$ cat src/rtl/clk_div_bank.sv
// ============================================================================
// Module      : clk_div_bank
// Description : Bank of programmable 50%-duty clock dividers with glitch-free
//               per-channel stop, deferred half-period update and global resync.
// Revision    : 1.0 - initial release
// ============================================================================
`default_nettype none

module clk_div_bank #(
    parameter int NUM_CH   = 3,
    parameter int CNT_W    = 8,
    parameter int DEF_HALF = 1
) (
    input  logic                      clk,
    input  logic                      rst,
    input  logic [NUM_CH-1:0]         en,
    input  logic                      cfg_we,
    input  logic [$clog2(NUM_CH)-1:0] cfg_ch,
    input  logic [CNT_W-1:0]          cfg_half,
    input  logic                      resync,
    output logic [NUM_CH-1:0]         div_clk,
    output logic [NUM_CH-1:0]         tick,
    output logic [NUM_CH-1:0]         cfg_pend
);

    localparam int               c_ch_w     = $clog2(NUM_CH);
    localparam logic [CNT_W-1:0] c_one      = CNT_W'(1);
    localparam logic [CNT_W-1:0] c_def_half = CNT_W'(DEF_HALF);

    typedef enum logic [1:0] {
        ST_IDLE = 2'd0,
        ST_RUN  = 2'd1,
        ST_STOP = 2'd2
    } state_t;

    // A zero half-period would never reach its terminal count.
    logic [CNT_W-1:0] w_half;
    assign w_half = (cfg_half == '0) ? c_one : cfg_half;

    for (genvar i = 0; i < NUM_CH; i++) begin : g_ch
        localparam logic [c_ch_w-1:0] c_id = c_ch_w'(i);

        state_t           r_state;
        logic [CNT_W-1:0] r_cnt;
        logic [CNT_W-1:0] r_hp;
        logic [CNT_W-1:0] r_pend_val;
        logic             r_pend;
        logic             r_div;
        logic             r_tick;

        logic w_wr;
        logic w_active;
        logic w_toggle;
        logic w_div_nxt;
        logic w_apply;

        assign w_wr      = cfg_we && (cfg_ch == c_id);
        assign w_active  = (r_state != ST_IDLE);
        assign w_toggle  = w_active && (r_cnt == (r_hp - c_one));
        assign w_div_nxt = w_toggle ? ~r_div : r_div;
        // New ratio only takes effect at a clean low-phase start.
        assign w_apply   = r_pend && (resync || !w_active || (w_toggle && r_div));

        always_ff @(posedge clk or posedge rst) begin
            if (rst) begin
                r_state    <= ST_IDLE;
                r_cnt      <= '0;
                r_hp       <= c_def_half;
                r_pend_val <= c_def_half;
                r_pend     <= 1'b0;
                r_div      <= 1'b0;
                r_tick     <= 1'b0;
            end else begin
                if (w_apply) begin
                    r_hp <= r_pend_val;
                end
                if (w_wr) begin
                    r_pend_val <= w_half;
                    r_pend     <= 1'b1;
                end else if (w_apply) begin
                    r_pend <= 1'b0;
                end

                if (resync) begin
                    if (w_active) begin
                        r_div  <= 1'b0;
                        r_cnt  <= '0;
                        r_tick <= 1'b0;
                        if (r_state == ST_STOP) begin
                            r_state <= ST_IDLE;
                        end
                    end
                end else begin
                    case (r_state)
                        ST_IDLE: begin
                            r_tick <= 1'b0;
                            if (en[i]) begin
                                r_state <= ST_RUN;
                                r_cnt   <= '0;
                            end
                        end
                        default: begin
                            r_div  <= w_div_nxt;
                            r_tick <= w_toggle && !r_div;
                            r_cnt  <= w_toggle ? '0 : (r_cnt + c_one);
                            // Disabled channels park only once the output is low.
                            if (en[i]) begin
                                r_state <= ST_RUN;
                            end else begin
                                r_state <= w_div_nxt ? ST_STOP : ST_IDLE;
                            end
                        end
                    endcase
                end
            end
        end

        assign div_clk[i]  = r_div;
        assign tick[i]     = r_tick;
        assign cfg_pend[i] = r_pend;
    end

endmodule

`default_nettype wire

$ cat config.mk
export PLATFORM = sky130hd
export DESIGN_NAME = clk_div_bank
export DESIGN_NICKNAME = d
export VERILOG_FILES = /design/src/rtl/clk_div_bank.sv
export SDC_FILE = /design/constraint.sdc
export NUM_CORES = 1
export LEC_CHECK = 0
export ABC_AREA = 1
export CORE_MARGIN = 10
export CORE_UTILIZATION = 45
export CTS_BUF_LIST = sky130_fd_sc_hd__clkbuf_4
export CTS_CLUSTER_DIAMETER = 40
export DETAILED_ROUTE_END_ITERATION = 12
export GPL_TIMING_DRIVEN = 1
export PLACE_DENSITY = 0.7
export RECOVER_POWER = 50
export SLEW_MARGIN = 20
export SYNTH_ARGS = -nofsm -noshare
export SYNTH_HDL_FRONTEND = slang
export SYNTH_SLANG_ARGS = --single-unit
$ cat constraint.sdc
create_clock -name clk -period 2.66 [get_ports clk]
set_input_delay 0.532 -clock clk [delete_from_list [all_inputs] [get_ports clk]]
set_output_delay 0.532 -clock clk [all_outputs]
set_load 0.02 [all_outputs]
Word-level counts from Yosys, hierarchy flattened
Index checks and enable logic that the tools add are counted.
- bits in registers: 87
- input port bits: 17
- output and inout port bits: 9
- word-level logic and storage cells: 158
- $add $sub $neg: 6
- equality and inequality tests: 20
- muxes and demuxes: 61
- bitwise gates (word level): 3
- reduce and logical (&&, ||, !) cells: 47
- operator list (cell ; count):
    8-bit 2-to-1 mux ; 16
    2-bit 2-to-1 mux ; 21
    8-bit by 1-bit adder with 8-bit output, second input constant ; 3
    8-bit equality test ; 3
    1-bit 2-to-1 mux ; 24
    8-bit by 1-bit subtractor with 8-bit output, second input constant ; 3
    1-bit logical AND ; 15
    2-bit by 1-bit != test with 1-bit output, second input constant ; 6
    2-bit AND reduction ; 6
    2-bit nonzero test ; 6
    3-bit != test, second input constant ; 3
    3-bit AND reduction ; 3
    2-bit equality test, second input constant ; 4
    2-bit zero test ; 4
    8-bit zero test ; 1
    1-bit zero test ; 6
    1-bit logical OR ; 6
    2-bit != test, second input constant ; 3
    1-bit inverter ; 3
    2-bit by 1-bit equality test with 1-bit output, second input constant ; 1

Depth between registers and ports, before layout
- depth after elaboration: 8
- gate-level depth with buffers: 18

Worst setup path before layout
OpenSTA, ideal clock, no wires.
- path type: register to register
- start point: register g_ch[2].r_hp[0]
- end point: register g_ch[2].r_hp[1]
- library setup time: 0.126 ns
- arrival: 2.270 ns
- required time: 2.534 ns
- setup slack: 0.265 ns
- stages on the path, launching flop included: 15
- path buffers: 1
- clock period less this slack: 2.395 ns
- cell sequence: dfstp_2 > inv_1 > ha_1 > or2_2 > nand2_1 > nor2_1 > nand4_1 > nor2_1 > nand3_2 > nor2_1 > ha_1 > or2_1 > nand2_2 > buf_6 > o21ai_0
- longest elaborated chain between the ends: 6
- ends and longest elaborated chain (element ; RTL line ; source):
    start, declared ; 45 ; logic [CNT_W-1:0] r_hp;
    start signal, assigned ; 68 ; r_hp <= c_def_half;
    start signal, assigned ; 75 ; r_hp <= r_pend_val;
    8-bit by 1-bit subtractor with 8-bit output ; 59 ; assign w_toggle = w_active && (r_cnt == (r_hp - c_one));
    8-bit equality test ; 59 ;
    1-bit logical AND ; 59 ;
    1-bit logical AND ; 62 ; assign w_apply = r_pend && (resync || !w_active || (w_toggle && r_div));
    1-bit logical OR ; 62 ;
    1-bit logical AND ; 62 ;
Every way passes these cells.
A chain may end at the register's enable or synchronous reset.

Worst setup path after layout
- start point: register g_ch[2].r_hp[0]
- end point: register g_ch[2].r_hp[6]
Same word-level chain as after synthesis.

==> qor_table.md <==
| Quantity | This run |
|:---|:---|
| RSZ-0062 raised after global routing | no |
| CTS Buf Count | 9 |
| Setup_tns | 0 ns |
| Height of the die | 124 µm |
| Sequential-to-total area share from yosys stat | 44.6% |
| Critical Path AT | 2.80 ns |
| Remaining DRCs | 0 |
| TritonCTS clock tree | done |
| # clock sinks | 87 |
| Cell Rows | 38 |
| Final Max Slew Viols | 0 |
| Setup violations, final | 0 |
| Per-cell via count in the routed design | 4.91 |
| 1st-pass router iterations | 4 |
| Normalized max-slew margin | 34.9% |
| Status | finished, final reports clean |
| Gate Count Post-Synth | 634 |
| Die Wd | 124 µm |
| Placed wire-length estimate after detailed placement | 7370 µm |
| Yosys reg bits | 87 |
| Worst-Margin Slew | 0.972 ns |
| Required time reported for the critical path endpoint | 3.02 ns |
| Global-route wire length before repair | 16,900 µm |
| Worst hold slack | 0.490 ns |
| Latest clock arrival within the worst-skew pair | 0.43 ns |
| Global route overflow | 0 |
| Area of the mapped netlist | 4890 µm² |
| Root Buffer | clkbuf_4 |
| Total non-filler cell area in the finished layout | 5420 µm² |
| CP endpoint kind | register |
| Highest-count cells in the layout ignoring fill and taps | nand2_1, inv_1, dfrtp_1 |
| Number of warnings printed during yosys synthesis | 0 |
| Post-CTS clock slew at the launch and capture registers of the worst setup and hold paths | 0.13 ns |
| DR WL/cell | 11.8 µm |
| Placer Congestion | 0.910 |
| Average footprint of a synthesized cell | 7.72 µm² |
| Power density over the cells | 777 nW/µm² |
| H-Tree Level Count | 3 |
| Synth-to-layout area growth | 10.7% |
| Maximum operating frequency | 0.409 GHz |
| Fraction of layout instances using a drive strength above 1 | 9.90% |
| Maximum net fanout on the critical path | 17 |
| Via Count | 3,970 |
| Area of placed instances | 5270 µm² |
| Port Buffers | 25 |
| Period Utilization, post-route | 91.8% |
| Sum of routed wire length over all layers | 9570 µm |
| Maximum clock insertion buffer count | 2 |
| Leak | 2.74 nW |
| Initial detailed-routing violation count | 193 |
| Global-route usage over all layers | 12.6% |
| Max capacitance violation total | 0 |
| Worst setup SP type | register |
| Number of filler instances in the final layout | 1,061 |
| Main flop type after synthesis | dfrtp_1 |
| Share of synthesized flip-flops with an asynchronous set or reset | 100% |
| Post-route clock skew | 0.0105 ns |
| Count of endpoints failing hold in the final timing report | 0 |
| Worst Path Class, Setup | register to register |
| Tightest Hold Check Type | register to register |
| Starting density of the core | 45.6% |
| Number of enable-type register cells in the synthesized netlist | 0 |
| Post-layout min period | 2.44 ns |
| Commonest non-fill, non-tap cell in the layout | nand2_1 |
| Antenna violations before repair | 1 |
| Peak VDD IR | 288 µV |
| Post-Syn Nets | 663 |
| Nets | 691 |
| Largest net degree at the start of global routing | 38 |
| Final antenna-violating net count | 0 |
| Util after Layout | 50.4% |
| Vias in the first global route | 3,800 |
| DIE AREA | 15,400 µm² |
| Synth cell types | 37 |
| Top-level port count | 26 |
| Core area | 10,700 µm² |
layer usage:
layer	global-route usage (%)	wire length [µm]	up-vias
li1	-	-	2050
met1	16.4	4680	1852
met2	19.8	4340	54
met3	2.21	333	14
met4	5.89	212	0
met5	0	0	-
synth_stat cells (2+ instances only):
library cell    n  area share (%)
a21o_1          2            0.31
a21oi_1         4            0.41
a21oi_2         2            0.36
buf_4          12             1.8
buf_6           3            0.69
dfrtp_1        81              41
dfstp_2         6             3.2
ha_1           12             3.1
inv_1          83             6.4
inv_2           5            0.38
nand2_1       204              16
nand2_2         6            0.77
nand3_1        51             5.2
nand3b_1        3            0.46
nand4_1         8             1.0
nor2_1         36             2.8
nor2_2          5            0.64
nor2_4          3            0.69
nor3_1          5            0.51
nor3_2          2            0.41
nor4_1          2            0.26
o21ai_0        47             4.8
o21ai_2         5            0.89
o22ai_1         2            0.26
o31ai_1         3            0.46
or2_1           3            0.38
or2_2           2            0.26
xnor2_1        10             1.8
xor2_1         19             3.4
report_power, final:
part / total (W) / internal [W] / switching, W / leakage [nW]
logic: 0.00156 / 0.000614 / 0.000944 / 1.53
registers: 0.00184 / 0.00158 / 0.000251 / 1.12
clock network: 0.000819 / 0.000375 / 0.000444 / 0.0871
total: 0.00421 / 0.00257 / 0.00164 / 2.74
final timing paths:
kind                                            start               endpoint  slack (ns)  cells past startpoint
worst max-delay path                  g_ch[2].r_hp[0]        g_ch[2].r_hp[6]        0.22                     14
worst min-delay path            g_ch[0].r_pend_val[1]  g_ch[0].r_pend_val[1]        0.49                      2
worst max register to register        g_ch[2].r_hp[0]        g_ch[2].r_hp[6]        0.22                     14
worst min register to register  g_ch[0].r_pend_val[1]  g_ch[0].r_pend_val[1]        0.49                      2
max in group asynchronous                         rst  g_ch[2].r_pend_val[7]        0.62                      3
min in group asynchronous                         rst     g_ch[1].r_state[0]        0.70                      2
timing repair:
item | CTS | global route
setup endpoints to repair | 0 | 24
gates resized for setup | 0 | 6
endpoints found under the hold margin | 0 | 0
hold buffers | 0 | 0
buffers inserted | 0 | 1
worst max-delay path, stage by stage (launching register included):
cell,delay [ns]
dfstp_2,0.59
inv_1,0.08
ha_2,0.29
or2_2,0.29
nand2_1,0.06
nor2_1,0.05
nand4_1,0.07
nor2_1,0.05
nand3_2,0.11
nor2_2,0.05
ha_1,0.17
or2_1,0.27
nand2_4,0.15
nand2_1,0.06
o21ai_0,0.08
sequential cells by signal, summed over array words and instances, names as in the netlist:
signal / cells
g_ch.r_div: 3
g_ch.r_tick: 3
g_ch.r_cnt: 24
g_ch.r_pend_val: 24
g_ch.r_pend: 3
g_ch.r_hp: 24
g_ch.r_state: 6
area by class of cell:
class                           count  area [µm²]  share of cell area (%)
Multi-Input combinational cell    442        2260                    41.7
Sequential cell                    87        2180                    40.3
Inverter                           89         343                    6.33
Timing Repair Buffer               33         298                    5.49
Tap cell                          140         175                    3.23
Clock inverter                      7        87.6                    1.62
Clock buffer                        9        67.6                    1.25
Antenna cell                        1        2.50                  0.0462
per-stage QoR:
| stage | total power (W) | setup WS (ns) | cells |
|---|---|---|---|
| detailed placement | 0.00340 | 0.0677 | 790 |
| floorplan | 0.00307 | 0.265 | 634 |
| global placement | 0.00334 | 0.153 | 790 |
| finish | 0.00421 | 0.218 | 808 |
| CTS | 0.00423 | 0.0228 | 806 |
| global route | 0.00460 | 0.00997 | 808 |
cell families after synthesis:
| kind of cell | share of synthesized area, % |
|---|---|
| AO/OA/AOI/OAI | 7.92 |
| flip-flops | 44.6 |
| AND/OR/NAND/NOR | 29.6 |
| adder cells (fa/ha/maj) | 3.07 |
| buffers and inverters | 9.56 |
| XOR/XNOR | 5.19 |
No activity file was read; power rests on OpenSTA's default activity.
==> patch 1 (same settings) <==
Add an input register stage for `en`, `cfg_we`, `cfg_ch`, `cfg_half` and `resync`; this delays them by one clock.
--- a/src/rtl/clk_div_bank.sv
+++ b/src/rtl/clk_div_bank.sv
@@ -33,9 +33,23 @@
         ST_STOP = 2'd2
     } state_t;
 
+    logic [NUM_CH-1:0] en_q;
+    logic cfg_we_q;
+    logic [$clog2(NUM_CH)-1:0] cfg_ch_q;
+    logic [CNT_W-1:0] cfg_half_q;
+    logic resync_q;
+
+    always_ff @(posedge clk) begin
+        en_q       <= en;
+        cfg_we_q   <= cfg_we;
+        cfg_ch_q   <= cfg_ch;
+        cfg_half_q <= cfg_half;
+        resync_q   <= resync;
+    end
+
     // A zero half-period would never reach its terminal count.
     logic [CNT_W-1:0] w_half;
-    assign w_half = (cfg_half == '0) ? c_one : cfg_half;
+    assign w_half = (cfg_half_q == '0) ? c_one : cfg_half_q;
 
     for (genvar i = 0; i < NUM_CH; i++) begin : g_ch
         localparam logic [c_ch_w-1:0] c_id = c_ch_w'(i);
@@ -54,12 +68,12 @@
         logic w_div_nxt;
         logic w_apply;
 
-        assign w_wr      = cfg_we && (cfg_ch == c_id);
+        assign w_wr      = cfg_we_q && (cfg_ch_q == c_id);
         assign w_active  = (r_state != ST_IDLE);
         assign w_toggle  = w_active && (r_cnt == (r_hp - c_one));
         assign w_div_nxt = w_toggle ? ~r_div : r_div;
         // New ratio only takes effect at a clean low-phase start.
-        assign w_apply   = r_pend && (resync || !w_active || (w_toggle && r_div));
+        assign w_apply   = r_pend && (resync_q || !w_active || (w_toggle && r_div));
 
         always_ff @(posedge clk or posedge rst) begin
             if (rst) begin
@@ -81,7 +95,7 @@
                     r_pend <= 1'b0;
                 end
 
-                if (resync) begin
+                if (resync_q) begin
                     if (w_active) begin
                         r_div  <= 1'b0;
                         r_cnt  <= '0;
@@ -94,7 +108,7 @@
                     case (r_state)
                         ST_IDLE: begin
                             r_tick <= 1'b0;
-                            if (en[i]) begin
+                            if (en_q[i]) begin
                                 r_state <= ST_RUN;
                                 r_cnt   <= '0;
                             end
@@ -104,7 +118,7 @@
                             r_tick <= w_toggle && !r_div;
                             r_cnt  <= w_toggle ? '0 : (r_cnt + c_one);
                             // Disabled channels park only once the output is low.
-                            if (en[i]) begin
+                            if (en_q[i]) begin
                                 r_state <= ST_RUN;
                             end else begin
                                 r_state <= w_div_nxt ? ST_STOP : ST_IDLE;
Check against the original RTL: not equivalent (a bounded check fails within 4 cycles, from zero or initial values and one cycle with rst high).
==> patch 1 against the original RTL <==
  * Cell area rose by 1.7%
  * Combinational power fell by 15%
  * Synthesized area rose by 2.5%
  * Sequential cell count grew 15
  * Routed wire length rose by 0.30%
  * Critical path depth decreased by 1
  * First-iteration DRC count rose by 38%
  * Power decreased by 1.2%
  * Sequential power increased by 12%
  * Worst setup slack improved by 0.013 ns
  * Critical endpoint is now g_ch[2].r_state[1]$_DFFE_PP0P_
==> patch 1: results (changes against the original RTL) <==
fillcell total: 1016 (-4.2%)
end point of the critical path: g_ch[2].r_state[1]$_DFFE_PP0P_
multiplexer area fraction after synthesis: 0.225% (+0.22 points)
fraction of final layout cells sized beyond drive strength 1: 9.20% (-0.69 points)
final std cells w/o fill: 782 (-3.2%)
Commonest cells post-synth: sky130_fd_sc_hd__nand2_1, sky130_fd_sc_hd__dfrtp_1, sky130_fd_sc_hd__inv_1
clock transition at the registers of the reported paths: 0.18 ns (+0.05 ns)
drt first-iter violations: 267 (+38%)
Worst Reg-to-Reg Cells: 13 (-1)
Syn Nets: 642 (-3.2%)
Detailed Place HPWL: 7.10 mm (-3.8%)
Critical Path Fanout Max: 5 (-12)
delay of the slowest cell on the worst path: 0.57 ns (-0.02 ns)
met1 GRT Util: 15.5% (-0.93 points)
via density per instance: 4.91 (-0.16%)
clock tree skew after final layout: 0.0255 ns (+0.0150 ns)
outcome: completed
complex-gate fraction of the synthesized area: 8.56% (+0.63 points)
number of global-route vias before repair: 3678 (-3.2%)
clk_lat worst skew: 0.46 ns (+0.03 ns)
placer congestion estimate: 0.893 (-1.9%)
first-pass GRT wire length: 16.6 mm (-2.0%)
# nets final: 665 (-3.8%)
tightest hold margin: 0.450 ns (-0.0394 ns)
GR met2 Demand/Resource: 20.0% (+0.25 points)
share of the synthesized netlist area taken by xor and xnor gates: 5.24% (+0.050 points)
highest ir drop seen on vdd: 0.313 mV (+8.7%)
adder and majority gate portion of the synthesized area: 2.99% (-0.073 points)
part of the Yosys area used for sequential elements: 49.6% (+4.9 points)
top post-synthesis cells by area: sky130_fd_sc_hd__dfrtp_1, sky130_fd_sc_hd__nand2_1, sky130_fd_sc_hd__dfxtp_1, sky130_fd_sc_hd__inv_1, sky130_fd_sc_hd__o21ai_0
Post-Synthesis Cells: 613 (-3.3%)
worst max-slew margin expressed relative to the limit: 37.2% (+2.3 points)
Worst Hold Path EP: g_ch[1].r_state[1]$_DFFE_PP0P_
crit path DAT: 2.84 ns (+0.04 ns)
-- patch 1: changes by cell type in the layout (fill, tap and decap cells not counted), sizes merged, moves of 4 or more --
cell	before	now
nand3	52	46
clkdlybuf4s50	23	9
o21ai	53	60
inv	88	81
a21oi	6	16
dfxtp	0	15
nor2	44	55
dlygate4sd3	2	16
nand2	211	171
nor3	7	3
-- patch 1: report_power, final --
part           internal [mW]  switching, mW  total (mW)
Sequential              1.82          0.242        2.06
Clock                  0.216          0.563       0.779
Combinational          0.538          0.785        1.32
-- patch 1: area by class of cell --
type	count	area [um^2]	share of cell area (%)
diodes	1	2.50	0.0454
clock buffers	9	67.6	1.23
clock inverters	7	67.6	1.23
inverters	78	294	5.33
multi-input cells	416	2140	38.8
flip-flops and latches	102	2480	45.1
well taps	140	175	3.18
repair buffers	29	280	5.09
-- patch 1: layer usage --
metal,part of all wire (%),vias to the layer above,wire (um)
met5,0,-,0
li1,-,1976,-
met4,1.7,0,162
met3,2.8,12,272
met2,47,54,4530
met1,48,1794,4630
-- patch 1: critical path, delay by kind of cell (launching register included) --
kind	cells	cell delay, ns
and+or+nand+nor	9	1.15
buffers and inverters	1	0.08
adders and majority gates	2	0.45
DFF	1	0.57
AOI/OAI and AO/OA	1	0.12
-- patch 1: cell families after synthesis --
| logic type | Yosys count |
|---|---|
| adders and majority gates | 12 |
| AOI/OAI and AO/OA | 82 |
| xor gates and xnor gates | 30 |
| buffers and inverters | 96 |
| and+or+nand+nor | 290 |
| muxes | 1 |
| DFF | 102 |
-- patch 1: timing repair --
item                       4_1_cts  5_1_grt
buffers inserted                 0        1
resized for setup                0       11
setup endpoints to repair        0       26
==> patch 2 (same settings) <==
Without the edit above. `NUM_CH`: 3 -> 6.
--- a/src/rtl/clk_div_bank.sv
+++ b/src/rtl/clk_div_bank.sv
@@ -7,7 +7,7 @@
 `default_nettype none
 
 module clk_div_bank #(
-    parameter int NUM_CH   = 3,
+    parameter int NUM_CH   = 6,
     parameter int CNT_W    = 8,
     parameter int DEF_HALF = 1
 ) (
Ports: changed (5 resized); port bits go from 26 to 39. No check against the original RTL was run, so the function may have changed too.
==> patch 2 against the original RTL <==
  * Sequential share of layout area shrank 0.46 points
  * Power grew 120%
  * Maximum frequency grew 1.5%
  * Worst setup slack improved by 0.037 ns
  * Routed wire length rose by 130%
  * Cell area grew 100%
  * Utilization shrank 0.19 points
  * Non-clock buffer count is 25 higher
  * Clock skew up 0.0082 ns
  * Sequential cell count rose by 87
  * Synthesized area increased by 100%
  * First-iteration DRC count grew to 2.8 times the old value
  * Largest cell class unchanged
==> patch 2: results (changes against the original RTL) <==
Detailed Place HPWL: 15.5 mm (+110%)
part of the Yosys area used for sequential elements: 43.9% (-0.75 points)
GR met2 Demand/Resource: 25.2% (+5.4 points)
routed vias: 7952 (+100%)
number of global-route vias before repair: 7674 (+100%)
top post-synthesis cells by area: sky130_fd_sc_hd__dfrtp_1, sky130_fd_sc_hd__nand2_1, sky130_fd_sc_hd__inv_1, sky130_fd_sc_hd__o21ai_0, sky130_fd_sc_hd__nand3_1
drt first-iter violations: 532 (+180%)
Worst setup SP type: flip-flop
outcome: completed
fillcell total: 2084 (+96%)
delay of the slowest cell on the worst path: 0.60 ns
Max Buffers Root-to-Sink: 2 (unchanged)
TritonRoute pass-1 iters: 5 (+1)
primary flip-flop cell chosen by synthesis mapping: sky130_fd_sc_hd__dfrtp_1
# nets final: 1367 (+98%)
highest ir drop seen on vdd: 0.336 mV (+17%)
hold_sp: resync
Critical Path Fanout Max: 17 (unchanged)
tightest hold margin: 0.403 ns (-0.0865 ns)
Syn Nets: 1335 (+100%)
power dissipated by switching net loads: 3.58 mW (+120%)
clock tree skew after final layout: 0.0187 ns (+0.00817 ns)
worst min-delay path class: in2reg
end point of the critical path: g_ch[1].r_pend$_DFFE_PP0P_
number of clock buffers inserted by TritonCTS: 17 (+8)
master cell of the clock root buffer: sky130_fd_sc_hd__clkbuf_4
placer congestion estimate: 0.868 (-4.7%)
GR Util met3: 3.80% (+1.6 points)
first-pass GRT wire length: 36.8 mm (+120%)
pin count of the biggest net entering global routing: 37 (-2.6%)
Worst Reg-to-Reg Cells: 12 (-2)
fraction of final layout cells sized beyond drive strength 1: 10.3% (+0.44 points)
registers with the most flip-flops: g_ch.r_cnt (48), g_ch.r_hp (48), g_ch.r_pend_val (48)
worst slack after detailed placement: 0.0625 ns (-0.00526 ns)
number of port buffers: 38 (+52%)
register-to-register setup slack: 0.25 ns (+0.04 ns)
Syn. warnings: 0 (unchanged)
total routing usage reported by global routing: 15.4% (+2.8 points)
fraction of synthesis flops using an asynchronous set or reset pin: 100% (unchanged)
crit path DAT: 2.88 ns (+0.08 ns)
startpoint of the lowest-slack register-to-register path: g_ch[1].r_hp[0]$_DFFE_PP1P_
Netlist cell types: 39 (+5.4%)
delay-heaviest family, CP: simple AND/OR/NAND/NOR gates
met1 GRT Util: 20.1% (+3.7 points)
Commonest cells post-synth: sky130_fd_sc_hd__nand2_1, sky130_fd_sc_hd__inv_1, sky130_fd_sc_hd__dfrtp_1
reported leakage power: 5.54 nW (+100%)
Hold Vio Cnt, Final: 0 (unchanged)
clock transition at the registers of the reported paths: 0.16 ns (+0.03 ns)
Wirelength per Cell: 13.3 um (+13%)
number of antenna violations at the first check in global routing: 1 (unchanged)
min Tclk post-route: 2.41 ns (-0.0369 ns)
total number of H-tree levels: 4 (+1)
Crit-path slowest cell: sky130_fd_sc_hd__dfstp_2
worst max-slew margin expressed relative to the limit: 22.0% (-13 points)
clk_lat worst skew: 0.56 ns (+0.13 ns)
## patch 2: area by class of cell
type,instances,share of cell area (%)
multi-input cells,882,42.2
clock inverters,15,2.53
repair buffers,58,4.55
well taps,280,3.19
flip-flops and latches,174,39.8
diodes,1,0.0228
clock buffers,17,1.16
inverters,189,6.50
## patch 2: worst min path at each step
stage | to | cells after the start
final | g_ch[1].r_state[0]$_DFFE_PP0P_ | 4
after global routing | g_ch[2].r_state[0]$_DFFE_PP0P_ | 4
after detailed placement | g_ch[5].r_hp[0]$_DFFE_PP1P_ | 2
after floorplan | g_ch[3].r_hp[0]$_DFFE_PP1P_ | 2
after global placement | g_ch[3].r_hp[0]$_DFFE_PP1P_ | 2
after CTS | g_ch[1].r_state[0]$_DFFE_PP0P_ | 4
## patch 2: worst reg2reg max path, stage by stage (launching register included)
cell	delay, ns
sky130_fd_sc_hd__dfstp_2	0.60
sky130_fd_sc_hd__inv_2	0.05
sky130_fd_sc_hd__ha_1	0.29
sky130_fd_sc_hd__xor2_1	0.13
sky130_fd_sc_hd__nand3_1	0.11
sky130_fd_sc_hd__nor3_1	0.20
sky130_fd_sc_hd__nand3b_1	0.12
sky130_fd_sc_hd__nor3_2	0.20
sky130_fd_sc_hd__ha_1	0.18
sky130_fd_sc_hd__inv_1	0.04
sky130_fd_sc_hd__nand2_1	0.10
sky130_fd_sc_hd__nand2_4	0.12
sky130_fd_sc_hd__a21o_1	0.18
## patch 2: metrics by stage
step	instance area (um^2)	TNS [ns]	instances	total power, mW
6_report	11000	0	1616	9.12
3_3_place_gp	10600	0	1581	6.97
3_5_place_dp	10600	0	1581	7.08
2_1_floorplan	9960	-14.07	1290	6.34
4_1_cts	11000	0	1613	9.14
5_1_grt	11000	0	1616	9.93
## patch 2: what timing repair did
action / CTS / global route
resized for setup: 1 / 15
setup buffers: 0 / 2
setup endpoints to repair: 4 / 35
hold buffers: 0 / 0
## patch 2: power groups by stage
stage	combinational [mW]	clock, mW	sequential, mW
after floorplan	2.64	0	3.71
after global placement	3.11	0	3.86
after detailed placement	3.21	0	3.87
after CTS	3.24	2.08	3.82
after global routing	3.82	2.20	3.91
final	3.25	2.04	3.83
## patch 2: routing by layer
| layer | wire length (um) | share of wire (%) |
|---|---|---|
| met4 | 238 | 1.1 |
| met5 | 0 | 0 |
| met2 | 10100 | 47 |
| met3 | 1030 | 4.8 |
| met1 | 10200 | 47 |
## patch 2: cell families after synthesis
group / after synthesis / share of synthesized area, %
xor gates and xnor gates: 64 / 5.63
and+or+nand+nor: 637 / 29.0
DFF: 174 / 43.9
buffers and inverters: 234 / 10.1
adders and majority gates: 24 / 3.02
AOI/OAI and AO/OA: 157 / 8.42
